File: config.mk
export PLATFORM = sky130hd
export DESIGN_NAME = ram_stream_reader
export DESIGN_NICKNAME = d
export VERILOG_FILES = /design/src/rtl/ram_reader_pkg.sv /design/src/rtl/ram_stream_reader_sync_fifo.sv /design/src/rtl/ram_stream_reader.sv
export SDC_FILE = /design/constraint.sdc
export NUM_CORES = 1
export LEC_CHECK = 0
export ABC_AREA = 1
export BUFFER_PORTS_ARGS = -buffer_cell sky130_fd_sc_hd__buf_4
export CORE_ASPECT_RATIO = 0.8
export CORE_MARGIN = 2
export CORE_UTILIZATION = 32
export DETAILED_ROUTE_END_ITERATION = 12
export SLEW_MARGIN = 20
export SYNTH_ARGS = -nofsm -noshare
export SYNTH_HDL_FRONTEND = slang
export SYNTH_SLANG_ARGS = --single-unit
File: constraint.sdc
create_clock -name clk -period 2.6 [get_ports clk]
set_input_delay 0.39 -clock clk [delete_from_list [all_inputs] [get_ports clk]]
set_output_delay 0.39 -clock clk [all_outputs]
set_load 0.03 [all_outputs]
File: src/rtl/ram_reader_pkg.sv
// Shared types and constants for the RAM stream reader.
package ram_reader_pkg;

  localparam int RAM_WORD_W     = 16;
  localparam int RAM_PTR_W      = 16;
  localparam int RD_LATENCY_DEF = 3;

  typedef enum logic [1:0] {
    IDLE  = 2'd0,
    ISSUE = 2'd1,
    DRAIN = 2'd2,
    DONE  = 2'd3
  } state_t;

endpackage

File: src/rtl/ram_stream_reader_sync_fifo.sv
// Synchronous FIFO with occupancy count; push and pop may happen in the same cycle, even when full.
module sync_fifo #(
  parameter int WIDTH = 16,
  parameter int DEPTH = 8
) (
  input  logic                       clk,
  input  logic                       reset,
  input  logic                       push,
  input  logic [WIDTH-1:0]           push_data,
  input  logic                       pop,
  output logic [WIDTH-1:0]           pop_data,
  output logic [$clog2(DEPTH):0]     count,
  output logic                       empty
);

  localparam int AW = $clog2(DEPTH);
  localparam int CW = AW + 1;

  logic [WIDTH-1:0] mem [DEPTH];
  logic [AW-1:0]    wr_ptr;
  logic [AW-1:0]    rd_ptr;
  logic             do_push;
  logic             do_pop;

  // A pop on a full FIFO frees the slot the simultaneous push lands in.
  assign do_pop  = pop && (count != '0);
  assign do_push = push && ((count != CW'(DEPTH)) || do_pop);

  // NOTE: non-blocking assignments in clocked blocks so every register samples pre-edge values.
  always_ff @(posedge clk) begin
    if (reset) begin
      wr_ptr <= '0;
      rd_ptr <= '0;
      count  <= '0;
    end else begin
      if (do_push) wr_ptr <= wr_ptr + 1'b1;
      if (do_pop)  rd_ptr <= rd_ptr + 1'b1;
      case ({do_push, do_pop})
        2'b10:   count <= count + 1'b1;
        2'b01:   count <= count - 1'b1;
        default: count <= count;
      endcase
    end
  end

  // NOTE: storage is deliberately not reset; the pointers and count define which entries are valid.
  always_ff @(posedge clk) begin
    if (do_push) mem[wr_ptr] <= push_data;
  end

  assign pop_data = mem[rd_ptr];
  assign empty    = (count == '0);

endmodule

File: src/rtl/ram_stream_reader.sv
// DMA-style read engine: issues spaced, credit-limited RAM reads and streams the returned words out.
// Optional 2-D (lines x length with pitch) mode is enabled by defining RAM_READER_2D_EN.
module ram_stream_reader
  import ram_reader_pkg::*;
#(
  parameter int FIFO_DEPTH = 8,
  parameter int RD_LATENCY = RD_LATENCY_DEF
) (
  input  logic                  clk,
  input  logic                  reset,
  input  logic                  start,
  input  logic [31:0]           base_addr,
  input  logic [15:0]           length,
`ifdef RAM_READER_2D_EN
  input  logic [15:0]           lines,
  input  logic [15:0]           pitch,
`endif
  output logic                  busy,
  output logic                  done,
  output logic [31:0]           mem_addr,
  output logic                  mem_rd_en,
  input  logic [RAM_WORD_W-1:0] mem_data_read,
  input  logic                  mem_data_read_valid,
  output logic [RAM_WORD_W-1:0] out_data,
  output logic                  out_valid,
`ifdef RAM_READER_2D_EN
  output logic                  out_eol,
`endif
  input  logic                  out_ready
);

  localparam int CNT_W   = $clog2(FIFO_DEPTH) + 1;
  localparam int FLUSH_W = $clog2(RD_LATENCY + 2);
`ifdef RAM_READER_2D_EN
  localparam int FIFO_W  = RAM_WORD_W + 1;
`else
  localparam int FIFO_W  = RAM_WORD_W;
`endif

  state_t               state;
  state_t               state_next;
  logic [RAM_PTR_W-1:0] word_ptr;
  logic [RAM_PTR_W-1:0] next_ptr;
  logic [15:0]          col_left;
  logic [CNT_W-1:0]     outstanding;
  logic [CNT_W-1:0]     fifo_count;
  logic [FLUSH_W-1:0]   flush_cnt;
  logic                 fifo_empty;
  logic [FIFO_W-1:0]    push_data;
  logic [FIFO_W-1:0]    pop_data;
  logic                 start_accept;
  logic                 cmd_empty;
  logic                 credit_ok;
  logic                 issue_go;
  logic                 rsp_accept;
  logic                 line_end;
  logic                 last_word;
  logic                 unused_addr_bits;

  assign unused_addr_bits = ^{base_addr[31:RAM_PTR_W+1], base_addr[0]};

`ifdef RAM_READER_2D_EN
  logic [RAM_PTR_W-1:0] line_base;
  logic [15:0]          line_left;
  logic [15:0]          len_q;
  logic [RAM_PTR_W-1:0] pitch_q;
  logic [15:0]          ret_col;
  logic                 ret_eol;

  assign cmd_empty = (length == '0) || (lines == '0);
  assign last_word = line_end && (line_left == 16'd1);
  assign next_ptr  = line_end ? (line_base + pitch_q) : (word_ptr + 1'b1);
  assign ret_eol   = (ret_col == len_q - 1'b1);
  assign push_data = {ret_eol, mem_data_read};
  assign out_data  = pop_data[RAM_WORD_W-1:0];
  assign out_eol   = pop_data[RAM_WORD_W];
`else
  assign cmd_empty = (length == '0);
  assign last_word = line_end;
  assign next_ptr  = word_ptr + 1'b1;
  assign push_data = mem_data_read;
  assign out_data  = pop_data;
`endif

  assign start_accept = (state == IDLE) && start;
  assign line_end     = (col_left == 16'd1);
  assign credit_ok    = ((CNT_W+1)'(fifo_count) + (CNT_W+1)'(outstanding)) < (CNT_W+1)'(FIFO_DEPTH);
  // Spacing reads by checking the previous pulse keeps mem_rd_en from ever staying high.
  assign issue_go     = (state == ISSUE) && !mem_rd_en && (flush_cnt == '0) && credit_ok;
  assign rsp_accept   = mem_data_read_valid && (flush_cnt == '0) && (outstanding != '0);

  always_ff @(posedge clk) begin
    if (reset) state <= IDLE;
    else       state <= state_next;
  end

  always_comb begin
    state_next = state;
    busy       = (state != IDLE);
    done       = (state == DONE);
    case (state)
      IDLE:    if (start) state_next = cmd_empty ? DONE : ISSUE;
      ISSUE:   if (issue_go && last_word) state_next = DRAIN;
      DRAIN:   if ((outstanding == '0) && fifo_empty) state_next = DONE;
      DONE:    state_next = IDLE;
      default: state_next = IDLE;
    endcase
  end

  // The RAM pipeline survives reset, so returns are ignored until any pre-reset reads have drained.
  always_ff @(posedge clk) begin
    if (reset) begin
      mem_rd_en   <= 1'b0;
      mem_addr    <= '0;
      outstanding <= '0;
      flush_cnt   <= FLUSH_W'(RD_LATENCY + 1);
    end else begin
      mem_rd_en <= issue_go;
      if (issue_go) mem_addr <= {{(31-RAM_PTR_W){1'b0}}, word_ptr, 1'b0};
      if (flush_cnt != '0) flush_cnt <= flush_cnt - 1'b1;
      case ({issue_go, rsp_accept})
        2'b10:   outstanding <= outstanding + 1'b1;
        2'b01:   outstanding <= outstanding - 1'b1;
        default: outstanding <= outstanding;
      endcase
    end
  end

  always_ff @(posedge clk) begin
    if (start_accept) begin
      word_ptr  <= base_addr[RAM_PTR_W:1];
      col_left  <= length;
`ifdef RAM_READER_2D_EN
      line_base <= base_addr[RAM_PTR_W:1];
      line_left <= lines;
      len_q     <= length;
      pitch_q   <= pitch;
`endif
    end else if (issue_go) begin
      word_ptr <= next_ptr;
`ifdef RAM_READER_2D_EN
      col_left <= line_end ? len_q : (col_left - 1'b1);
      if (line_end) begin
        line_base <= line_base + pitch_q;
        line_left <= line_left - 1'b1;
      end
`else
      col_left <= col_left - 1'b1;
`endif
    end
  end

`ifdef RAM_READER_2D_EN
  // Returns arrive in issue order, so a column counter on the return side recovers end-of-line.
  always_ff @(posedge clk) begin
    if (start_accept)    ret_col <= '0;
    else if (rsp_accept) ret_col <= ret_eol ? '0 : (ret_col + 1'b1);
  end
`endif

  sync_fifo #(
    .WIDTH (FIFO_W),
    .DEPTH (FIFO_DEPTH)
  ) u_fifo (
    .clk       (clk),
    .reset     (reset),
    .push      (rsp_accept),
    .push_data (push_data),
    .pop       (out_valid && out_ready),
    .pop_data  (pop_data),
    .count     (fifo_count),
    .empty     (fifo_empty)
  );

  assign out_valid = !fifo_empty;

  stale_valid_a: assert property (@(posedge clk) disable iff (reset)
    (mem_data_read_valid && (flush_cnt == '0)) |-> (outstanding != '0));

endmodule

Word level (Yosys, flattened, before mapping)
Memories as Yosys holds them, arrays and structs flattened. A register that Yosys moved wholly into a read port is not among the register bits.
Cells that the tools add are included.
{"block": "totals", "reg_bits": 68, "ramBits": 128, "out_inout_bits": 52, "word_cells": 76, "memories": 1}
{"memory": "u_fifo.mem", "words": 8, "width": 16, "rd": 1, "rd_ports_with_merged_regs": 1, "write_ports": 1, "line_no": "ram_stream_reader_sync_fifo.sv:19", "rtl": "logic [WIDTH-1:0] mem [DEPTH];"}
{"block": "op_classes", "n_addsub": 10, "n_lt_le_gt_ge": 1, "eq_ne": 12, "n_mux": 15, "reduce_logical": 27}
{"cell": "$mux 16", "count": 4}
{"cell": "$add 16x1->16 const B", "count": 1}
{"cell": "$eq 16x1->1 const B", "count": 1}
{"cell": "$logic_not 16->1", "count": 1}
{"cell": "$pmux 4 s2", "count": 2}
{"cell": "$sub 16x1->16 const B", "count": 1}
{"cell": "$logic_and 1x1->1", "count": 11}
{"cell": "$add 4x1->4 const B", "count": 2}
{"cell": "$eq 2x2->1 const B", "count": 4}
{"cell": "$logic_not 4->1", "count": 2}
{"cell": "$mux 2", "count": 4}
{"cell": "$pmux 2 s4", "count": 1}
{"cell": "$reduce_bool 2->1", "count": 4}
{"cell": "$reduce_bool 4->1", "count": 2}
{"cell": "$sub 4x1->4 const B", "count": 2}
{"cell": "$add 3x1->3 const B", "count": 2}
{"cell": "$eq 2x1->1 const B", "count": 3}
{"cell": "$mux 3", "count": 2}
{"cell": "$add 4x4->5", "count": 1}
{"cell": "$lt 5x4->1 const B", "count": 1}
{"cell": "$ne 2x2->1 const B", "count": 2}
{"cell": "$ne 4x4->1 const B", "count": 1}
{"cell": "$logic_not 3->1", "count": 1}
{"cell": "$reduce_and 3->1", "count": 1}
{"cell": "other kinds (7)", "count": 9}

Depth between registers and ports, before layout
Gate-level depths: netlist of run 1.
{"block": "depth", "word_depth": 8, "mapped_depth": 16, "ltp_nobuf": 16}

Modules after synthesis
A second synthesis of run 1 with hierarchy kept.
{"block": "unflattened", "cells_unflattened": 894, "area_unflattened_um2": 9173.8}
{"module": "sync_fifo", "n_inst": 1, "cells_each": 460, "area_per_inst_um2": 5724.2, "seq_area_each_um2": 4103.9}
{"module": "ram_stream_reader", "n_inst": 1, "cells_each": 434, "area_per_inst_um2": 3449.6, "seq_area_each_um2": 1481.4}

Worst setup path after synthesis of run 1
No wires, ideal clock.
{"block": "synth_timing", "path_type": "reg2reg", "from": "reg outstanding[3]", "to": "reg col_left[0] (enable)", "arrival_ps": 1834, "required_time_ps": 2211, "slack_ps": 377, "path_stages_with_launch": 9, "synth_period_minus_slack_ps": 2223, "path_cell_list": "dfxtp_1 > ha_1 > inv_1 > nand2_1 > nor2_2 > nand2_2 > nor2_4 > inv_2 > nand2_1"}
{"block": "synth_between", "elab_chain_len": 4}
{"element": "start: declaration", "line_no": "ram_stream_reader.sv:45", "rtl": "logic [CNT_W-1:0] outstanding;"}
{"element": "start signal: assignment", "line_no": "ram_stream_reader.sv:122", "rtl": "2'b10: outstanding <= outstanding + 1'b1;"}
{"element": "start signal: assignment", "line_no": "ram_stream_reader.sv:123", "rtl": "2'b01: outstanding <= outstanding - 1'b1;"}
{"element": "start signal: assignment", "line_no": "ram_stream_reader.sv:124", "rtl": "default: outstanding <= outstanding;"}
{"element": "$add 4x4->5", "line_no": "ram_stream_reader.sv:87", "rtl": "assign credit_ok = ((CNT_W+1)'(fifo_count) + (CNT_W+1)'(outstanding)) < (CNT_W+1)'(FIFO_DEPTH);"}
{"element": "$lt 5x4->1", "line_no": "ram_stream_reader.sv:87"}
{"element": "$logic_and 1x1->1", "line_no": "ram_stream_reader.sv:89", "rtl": "assign issue_go = (state == ISSUE) && !mem_rd_en && (flush_cnt == '0) && credit_ok;"}
{"element": "$reduce_bool 2->1 (no source line)"}
{"element": "end signal: assignment", "line_no": "ram_stream_reader.sv:132", "rtl": "col_left <= length;"}
{"element": "end signal: assignment", "line_no": "ram_stream_reader.sv:148", "rtl": "col_left <= col_left - 1'b1;"}
{"element": "end: declaration", "line_no": "ram_stream_reader.sv:44", "rtl": "logic [15:0] col_left;"}
No other way between the ends.
A chain may end at the register's enable or synchronous reset.

==> results of run 1 <==
==> power groups by stage <==
| stage | registers (mW) | logic, mW | clock network, mW |
|---|---|---|---|
| 2_1_floorplan | 4.28 | 2.62 | 0 |
| 3_3_place_gp | 4.30 | 3.71 | 0 |
| 3_5_place_dp | 4.30 | 3.76 | 0 |
| 4_1_cts | 4.24 | 3.78 | 2.82 |
| 5_1_grt | 4.30 | 4.21 | 2.95 |
| 6_report | 4.24 | 3.74 | 2.76 |
==> metal layers <==
metal  wire, µm  up-vias  part of all wire [%]  track usage, %
li1           -     3211                     -               -
met2       9225      107                    47           21.39
met5          0        -                     0               0
met3        699       15                   3.5           2.473
met1       9647     2982                    49           19.08
met4        266        0                   1.3           4.176
==> worst reg2reg max path, delay by kind of cell (launching register included) <==
family / cells / cell delay [ns]
xor gates and xnor gates: 2 / 0.26
and+or+nand+nor: 4 / 0.47
buffers and inverters: 3 / 0.24
adders and majority gates: 3 / 0.63
DFF: 1 / 0.33
AOI/OAI and AO/OA: 2 / 0.27
==> state kept, by name, indices dropped and copies added (netlist names), named ones only <==
name	flops
outstanding	4
word_ptr	16
mem_addr	16
state	2
u_fifo.mem	128
u_fifo.rd_ptr	3
u_fifo.wr_ptr	3
u_fifo.count	4
flush_cnt	3
mem_rd_en	1
col_left	16
==> through the flow <==
stage                     std cells  hold slack [ns]
final                          1370           0.1659
after detailed placement       1337           0.4409
after global routing           1370           0.1438
after CTS                      1369           0.1432
after global placement         1337           0.4354
after floorplan                 912           0.4217
==> Yosys cell counts (all sizes together) <==
library cell  number
fa                 1
xnor2              2
o211ai             2
or2                1
dfxtp             39
xor2              13
conb               1
clkinv             1
edfxtp           160
nand2            172
o21ai             75
buf               31
clkbuf            19
inv               70
ha                21
a31oi              5
a21oi             30
nor3               4
nand4              2
o31ai              2
o32ai             32
nand3             29
nor2             184
and3               1
==> area by class of cell <==
class	instances	area, µm²
fillers	2675	16690
flip-flops and latches	199	5589
multi-input cells	592	2979
repair buffers	111	870.8
well taps	364	455.4
clock buffers	17	425.4
inverters	71	269.0
clock inverters	15	216.5
diodes	1	2.502
==> worst max-delay path by stage <==
stage | startpoint | endpoint | cells past startpoint
final | register | out_data[3] | 7
after global routing | register | out_data[2] | 7
after CTS | register | out_data[6] | 7
after detailed placement | flush_cnt[0]$_SDFFE_PP0P_ | u_fifo.count[3]$_SDFFE_PP0P_ | 16
after global placement | flush_cnt[0]$_SDFFE_PP0P_ | u_fifo.count[3]$_SDFFE_PP0P_ | 15
after floorplan | outstanding[3]$_SDFFE_PP0P_ | col_left[0]$_DFFE_PP_ | 8
==> kinds of logic after synthesis <==
kind of cell             after synthesis  share of synthesized area, %
adder cells (fa/ha/maj)               22                         3.130
AO/OA/AOI/OAI                        146                         9.889
other                                  1                       0.04151
AND/OR/NAND/NOR                      393                         17.59
flip-flops                           199                         61.83
XOR/XNOR                              15                         1.454
buffers and inverters                121                         6.066
==> repair_timing <==
| item | CTS | global route |
|---|---|---|
| buffers inserted | 0 | 0 |
| hold buffers | 0 | 0 |
| gates resized for setup | 0 | 7 |
| setup endpoints to repair | 0 | 11 |
==> impl_metrics.toml, run 1 <==
[critical_path]
crit_chain = "inv_4 -> buf_12 -> nor2_1 -> o32ai_1 -> nand2_1 -> nand2_1 -> buf_4"
worstReg2RegEnd = "outstanding[2]$_SDFFE_PP0P_"
start_kind = "register"
max_stage_delay_ns = 0.42
cp-end-kind = "output port"
cp_slowest_cell = "dfxtp_2"
reg2regPathDepth = 14
crit_top_cell = "nand2_1"
crit_type = "register to output port"
reg2reg_setup_slack_ns = 0.31
crit_required_ns = 2.21
cp_max_fo = 35
critPathTopFamily = "buffers and inverters"
critPathArrivalTime_ns = 2.05
timing.rr.start = "flush_cnt[0]$_SDFFE_PP0P_"
worst-path-buf-inv = 3

[yosys]
synth.distinct_cells = 36
netlist_area_um2 = 9034
yosysTopAreaCell = "edfxtp_1"
yosysWarnings = 0
synth_top_area_share_pct = 53.19
synth_area_leaders = "edfxtp_1 53%, dfxtp_1 8.6%, nor2_1 7.3%"
seq_area_frac_synth_pct = 61.83
synth_cells = 897
avgSynthCellArea_um2 = 10.07
ys_ff_latch = 199

[drt]
viasPerCell = 4.609
dr.pass1.iters = 5
routedWlPerCell_um = 14.48
wirelength_um = 19840
detail-route-antenna-nets = 0
vias = 6315
drt-initial-drc-count = 518
route.detailed.drc = 0

[finish]
design_area_um2 = 10810
layout_commonest_cell = "nor2_1"
nNetsFinal = 1083
final_cell_mix = "172 x nor2_1, 166 x nand2_1, 160 x edfxtp_1"
syn_to_final_growth_pct = 19.64
final_layout_size_suffix_gt1_share_pct = 18.41
fin_util_pct = 39.30

[global_route]
grt_use_total_pct = 13.61
grt_overflow = 0
grt_max_degree = 65
grt_pass1_wl_um = 31580
antenna_found_initial = 1
grt_pass1_vias = 6087

[place]
port_buffers = 88
place_area_um2 = 10150
pre_cts_ws_ns = 0.2459
hpwl_um = 12810
place_congestion = 0.7828

[clocking]
htreeDepth = 4
insertion_delay_ns = 0.44
cts_buffers = 17
cts-root-buf = "clkbuf_16"
tritoncts = "yes"
cts.path.max_buffers = 2
cts.clk_slew.worst_paths_ns = 0.08
clock-sinks = 199

[pwr]
p_int_mw = 6.605
combPwrFrac_pct = 34.8
power.leakage_nw = 4.254
p_per_area_nw_per_um2 = 994.2
swShare_pct = 38.53
p_sw_mw = 4.140
finalPower_mw = 10.75
clkPwrFrac_pct = 25.7
power_frac_seq_pct = 39.5
peakVddDrop_mv = 0.4708

[hold_path]
min_path_cells = 2
min-delay-start = "reset"
min_to = "mem_rd_en$_SDFF_PP0_"
hold_class = "input pin to register"

[floorplanning]
initial_utilization_pct = 32.85
dieArea_um2 = 29600
rows = 54
die_w_um = 191.9
core_um2 = 27500
num_io_pins = 121
die_y_um = 154.3

[sta]
timing.final.crit_period_ns = 2.436
slew_violations = 0
hold_viol_final = 0
period_share_pct = 93.70
worst_pin_slew_ns = 0.7869
finalSetupViolations = 0
tns_ns = 0
clock_skew_ns = 0.01558
timing.fmax_mhz = 410.5
fin_ws_ns = 0.1638
relSlewSlack_pct = 47.48
rsz0062_at_grt = "no"

[job]
maxCapViolCount = 0

[outcome]
status = "finished, final reports clean"
(Power assumes the default switching activity.)
==> run 2, diff against run 1 <==
--- a/config.mk
+++ b/config.mk
@@ -5,7 +5,6 @@
 export SDC_FILE = /design/constraint.sdc
 export NUM_CORES = 1
 export LEC_CHECK = 0
-export ABC_AREA = 1
 export BUFFER_PORTS_ARGS = -buffer_cell sky130_fd_sc_hd__buf_4
 export CORE_ASPECT_RATIO = 0.8
 export CORE_MARGIN = 2
==> run 2 against run 1 <==
Non-clock buffer count rose by 9. Die area is 4.7% lower. First-iteration DRC count is 38% lower. Combinational power down 62%. Cell count is 21% lower. Wire length shrank 14%. Critical path depth shrank 3. Synthesized cell count decreased by 34%. Clock power shrank 2%. Worst hold slack improved by 0.010 ns. Count of clock-buffer cells in the layout unchanged. Critical path type unchanged. Highest routed layer unchanged.
==> impl_metrics.toml, run 2 <==
[outcome]
status = "finished, final reports clean"

[clocking]
cts_buffers = 17
htreeDepth = 4
holdBufCountCts = 0
cts.clk_slew.worst_paths_ns = 0.09
tritoncts = "yes"
cts-root-buf = "clkbuf_16"
clock-sinks = 199
cts.path.max_buffers = 2
post-cts-setup-buffer-count = 0
insertion_delay_ns = 0.44

[hold_path]
hold_class = "input pin to register"
min_path_cells = 1

[place]
port_buffers = 88
hpwl_um = 10970
pre_cts_ws_ns = 0.08885
place_congestion = 0.7448

[sta]
fin_ws_ns = 0.08771
finalSetupViolations = 0
slew_violations = 0
timing.final.crit_period_ns = 2.512
tns_ns = 0
rsz0062_at_grt = "yes"
clock_skew_ns = 0.01530
period_share_pct = 96.63
hold_viol_final = 0
holdWs_ns = 0.1758
timing.fmax_mhz = 398.0

[job]
maxCapViolCount = 0

[yosys]
ys_ff_latch = 199
synth.distinct_cells = 45
synthTopCellsByCount = "160 x edfxtp_1, 52 x nor2_1, 47 x nand2_1, 39 x dfxtp_1, 33 x o21ai_0"
yosysTopAreaCell = "edfxtp_1"
synth-edff-count = 160
synth_compound_area_share_pct = 3.519
seq_area_frac_synth_pct = 64.92
synth-xor-area-share_pct = 3.970
synth_top_area_share_pct = 55.85
avgSynthCellArea_um2 = 14.51
synth_area_leaders = "edfxtp_1 56%, dfxtp_1 9.1%, mux4_2 8.4%"
synth_ff_type = "edfxtp_1"
synth_cells = 593
synth-simple-area-share_pct = 8.697
async_flop_share_pct = 0
synthMuxAreaShare_pct = 12.45
yosysMostFrequentCell = "edfxtp_1"
yosysWarnings = 0
netlist_area_um2 = 8603
synth_top_family_by_area = "multiplexers"
synth_fa_ha_area_share_pct = 3.287

[pwr]
peakVddDrop_mv = 0.3744
clkPwrFrac_pct = 32.8
p_per_area_nw_per_um2 = 778.0
p_sw_mw = 2.459
combPwrFrac_pct = 17.3
power_frac_seq_pct = 49.9
power.leakage_nw = 3.805
p_int_mw = 5.775
swShare_pct = 29.86

[floorplanning]
die_y_um = 150.7
initial_utilization_pct = 32.68
core_um2 = 26330
dieArea_um2 = 28220
die_w_um = 187.3
rows = 53
num_io_pins = 121

[drt]
viasPerCell = 4.582
drt-initial-drc-count = 323
dr.pass1.iters = 4
route.detailed.drc = 0
detail-route-antenna-nets = 0
routedWlPerCell_um = 15.84
wirelength_um = 17090
vias = 4944

[critical_path]
cp-end-kind = "output port"
crit_required_ns = 2.21
cp_max_fo = 18
crit_type = "register to output port"
start_kind = "register"
critPathArrivalTime_ns = 2.12
reg2regPathDepth = 10

[global_route]
grt_max_degree = 56
grt_use_total_pct = 12.40
use_met2_pct = 19.26
grt_overflow = 0
grt_pass1_wl_um = 26790
grt.busiest_layer = "met2"
met1_usage_pct = 17.31
antenna_found_initial = 0
gr-usage-met3_pct = 3.077
grt_pass1_vias = 4922

[finish]
regMostFlops = "u_fifo.mem"
layout_commonest_cell = "edfxtp_1"
final_layout_size_suffix_gt1_share_pct = 30.47
syn_to_final_growth_pct = 23.02
antenna_cells = 0
nNetsFinal = 800
final_cell_mix = "160 x edfxtp_1, 113 x buf_4, 52 x nor2_1"
n_fill_cell = 2477
largest_register_ffs = 128
[run 2: cells by family (layout without fill, tap and decap cells)]
| logic type | Yosys count | in the layout |
|---|---|---|
| compound gates | 56 | 56 |
| xor+xnor | 39 | 39 |
| fa+ha+maj | 22 | 22 |
| buf+inv | 52 | 166 |
| flops | 199 | 199 |
| mux | 65 | 65 |
| other cells | 1 | 16 |
| simple gates | 159 | 159 |
[run 2: through the flow]
| step | util (%) | cell area [µm²] | power, mW | cells |
|---|---|---|---|---|
| final | 40.20 | 10580 | 8.234 | 1079 |
| after global routing | 40.20 | 10580 | 8.645 | 1079 |
| after CTS | 40.06 | 10550 | 8.320 | 1079 |
| after detailed placement | 37.70 | 9926 | 5.613 | 1047 |
| after global placement | 37.70 | 9926 | 5.582 | 1047 |
| after floorplan | - | 8696 | 5.142 | 608 |
[run 2: timing repair]
item,CTS,global route
pin swaps,0,1
setup endpoints to repair,11,5
gates resized for setup,1,10
endpoints found under the hold margin,0,0
[run 2: routing by layer]
layer | routed length [µm] | share of wire [%]
met5 | 0 | 0
met4 | 164 | 0.96
met3 | 727 | 4.3
met2 | 7738 | 45
met1 | 8457 | 49
[run 2: path summary, 6_finish.rpt]
| kind | slack, ns | startpoint | end |
|---|---|---|---|
| setup / recovery | 0.09 | register | out_data[9] |
| hold / removal | 0.18 | mem_data_read[15] | u_fifo.mem[1][15]$_DFFE_PP_ |
| setup reg to reg | 0.13 | u_fifo.count[3]$_SDFFE_PP0P_ | u_fifo.count[3]$_SDFFE_PP0P_ |
| hold reg to reg | 0.48 | u_fifo.rd_ptr[1]$_SDFFE_PP0P_ | register |
[run 2: area by class of cell]
| type | count | area [µm²] | share of cell area [%] |
|---|---|---|---|
| Inverter | 14 | 52.55 | 0.4965 |
| Tap cell | 357 | 446.7 | 4.220 |
| Multi-Input combinational cell | 357 | 2895 | 27.36 |
| Clock buffer | 17 | 425.4 | 4.019 |
| Clock inverter | 15 | 193.9 | 1.832 |
| Timing Repair Buffer | 120 | 979.7 | 9.256 |
| Sequential cell | 199 | 5590 | 52.82 |
[run 2: critical path, cell delays in order, from the launching register on]
cell	delay (ns)
dfxtp_4	0.46
buf_12	0.22
mux4_2	0.53
mux2_4	0.29
buf_4	0.17
[run 2: power by group through the flow]
stage	combinational [mW]	clock, mW	sequential, mW
after global placement	1.40	0	4.18
after global routing	1.59	2.89	4.16
after CTS	1.43	2.77	4.11
final	1.42	2.70	4.11
after floorplan	0.979	0	4.16
after detailed placement	1.42	0	4.19
==> run 3, diff against run 2 <==
--- a/config.mk
+++ b/config.mk
@@ -10,6 +10,7 @@
 export CORE_MARGIN = 2
 export CORE_UTILIZATION = 32
 export DETAILED_ROUTE_END_ITERATION = 12
+export PLACE_DENSITY_LB_ADDON = 0.25
 export SLEW_MARGIN = 20
 export SYNTH_ARGS = -nofsm -noshare
 export SYNTH_HDL_FRONTEND = slang
==> run 3 against run 2 <==
Total power shrank 1.4%. Maximum frequency hardly changed. Cell area is 0.67% lower. Global-route usage increased by 0.76 points.
==> impl_metrics.toml, run 3 (synthesis results as in run 2) <==
[critical_path]
crit_chain = "or4_1 -> and3_4 -> buf_4 -> ha_1 -> xor2_1 -> ha_1 -> a21oi_2 -> xor2_1 -> or3_1 -> a21oi_1"
max_stage_delay_ns = 0.53
critPathArrivalTime_ns = 2.88
worstReg2RegEnd = "outstanding[2]$_SDFFE_PP0P_"
reg2regPathDepth = 10
reg2reg_setup_slack_ns = 0.09
cp-end-kind = "register"
start_kind = "register"
crit_type = "register to register"
cp_slowest_cell = "or4_1"
cp_max_fo = 3
crit_required_ns = 2.97
timing.rr.start = "outstanding[3]$_SDFFE_PP0P_"

[finish]
regMostFlops = "u_fifo.mem"
layout_commonest_cell = "edfxtp_1"
syn_to_final_growth_pct = 22.19
nNetsFinal = 796
antenna_cells = 0
final_layout_size_suffix_gt1_share_pct = 29.81
register_area_um2 = 5588
final_cell_mix = "160 x edfxtp_1, 108 x buf_4, 52 x nor2_1"
n_fill_cell = 2479
largest_register_ffs = 128
stdcell_count = 1075
multiInputGateArea_um2 = 2890
fin_util_pct = 39.93

[place]
place_congestion = 0.8047
hpwl_um = 11680
port_buffers = 88
pre_cts_ws_ns = 0.008839
dp_cells = 1043

[hold_path]
min_to = "u_fifo.mem[1][4]$_DFFE_PP_"
min_path_cells = 1
min-delay-start = "mem_data_read[4]"
hold_class = "input pin to register"

[sta]
hold_viol_final = 0
clock_skew_ns = 0.01828
timing.final.crit_period_ns = 2.511
period_share_pct = 96.56
holdWs_ns = 0.1794
slew_violations = 0
relSlewSlack_pct = 66.46
timing.fmax_mhz = 398.3
fin_ws_ns = 0.08935
rsz0062_at_grt = "no"
finalSetupViolations = 0
worst_pin_slew_ns = 0.5031

[pwr]
peakVddDrop_mv = 0.4298
power.leakage_nw = 3.761
p_per_area_nw_per_um2 = 772.2

[drt]
detail-route-antenna-nets = 0
drt-initial-drc-count = 318
viasPerCell = 4.684
vias = 5035
dr.pass1.iters = 7
routedWlPerCell_um = 16.74
route.detailed.drc = 0
wirelength_um = 18000

[global_route]
grt_overflow = 0
antenna_found_initial = 0
grt_pass1_vias = 5271
grt_use_total_pct = 13.16
grt_pass1_wl_um = 28080
grt_max_degree = 42

[clocking]
cts.path.max_buffers = 2
cts_buffers = 17
htreeDepth = 4
cts.clk_slew.worst_paths_ns = 0.08
tritoncts = "yes"
holdBufCountCts = 0
insertion_delay_ns = 0.44
cts-root-buf = "clkbuf_16"
clock-sinks = 199

[floorplanning]
die_y_um = 150.7
core_um2 = 26330
initial_utilization_pct = 32.68
rows = 53
num_io_pins = 121
dieArea_um2 = 28220
die_w_um = 187.3

[job]
maxCapViolCount = 0

[outcome]
status = "finished, final reports clean"
## run 3: final cells by class
| cell class | count | share of cell area [%] |
|---|---|---|
| inverter | 14 | 0.4999 |
| sequential | 199 | 53.15 |
| tap | 357 | 4.249 |
| clock buffer | 18 | 4.082 |
| timing repair buffer | 116 | 9.236 |
| clock inverter | 14 | 1.285 |
| multi-input combinational | 357 | 27.49 |
## run 3: timing repair
item / CTS / global route
gates resized for setup: 2 / 7
endpoints found under the hold margin: 0 / 0
setup buffers: 0 / 0
pin swaps: 0 / 2
setup endpoints to repair: 1 / 3
## run 3: how the worst max path moves through the flow
stage	cells after the start	slack, ns	to	startpoint
6_report	10	0.09	outstanding[2]$_SDFFE_PP0P_	outstanding[3]$_SDFFE_PP0P_
5_1_grt	10	0.006	u_fifo.count[3]$_SDFFE_PP0P_	u_fifo.count[3]$_SDFFE_PP0P_
3_3_place_gp	10	0.09	u_fifo.count[3]$_SDFFE_PP0P_	outstanding[3]$_SDFFE_PP0P_
2_1_floorplan	7	-0.15	u_fifo.mem[1][0]$_DFFE_PP_	flush_cnt[0]$_SDFFE_PP0P_
4_1_cts	10	0.04	outstanding[2]$_SDFFE_PP0P_	outstanding[3]$_SDFFE_PP0P_
3_5_place_dp	10	0.009	outstanding[2]$_SDFFE_PP0P_	outstanding[3]$_SDFFE_PP0P_
## run 3: worst max-delay path, delay by kind of cell (launching register included)
family	cells	cell delay (ns)
and+or+nand+nor	3	1.05
DFF	1	0.35
buffers and inverters	1	0.14
adders and majority gates	2	0.39
xor gates and xnor gates	2	0.24
AOI/OAI and AO/OA	2	0.27
## run 3: stage by stage
stage / total power [mW] / instance area (µm²) / setup TNS [ns]
after floorplan: 5.142 / 8696 / -6.967
after global placement: 5.568 / 9921 / 0
after detailed placement: 5.638 / 9921 / 0
after CTS: 8.198 / 10490 / 0
after global routing: 8.550 / 10510 / 0
final: 8.118 / 10510 / 0
## run 3: power breakdown
group          switching (mW)  leakage (nW)  internal [mW]  total (mW)
Combinational           0.854          1.71          0.614        1.47
Sequential              0.259          1.77           3.85        4.11
Clock                    1.26         0.275           1.27        2.54
## run 3: per-layer routing
| metal | GRT usage (%) | routed length (µm) |
|---|---|---|
| met1 | 16.95 | 8173 |
| met2 | 21.75 | 8905 |
| met3 | 3.147 | 669 |
| met4 | 4.841 | 247 |
| met5 | 0 | 0 |
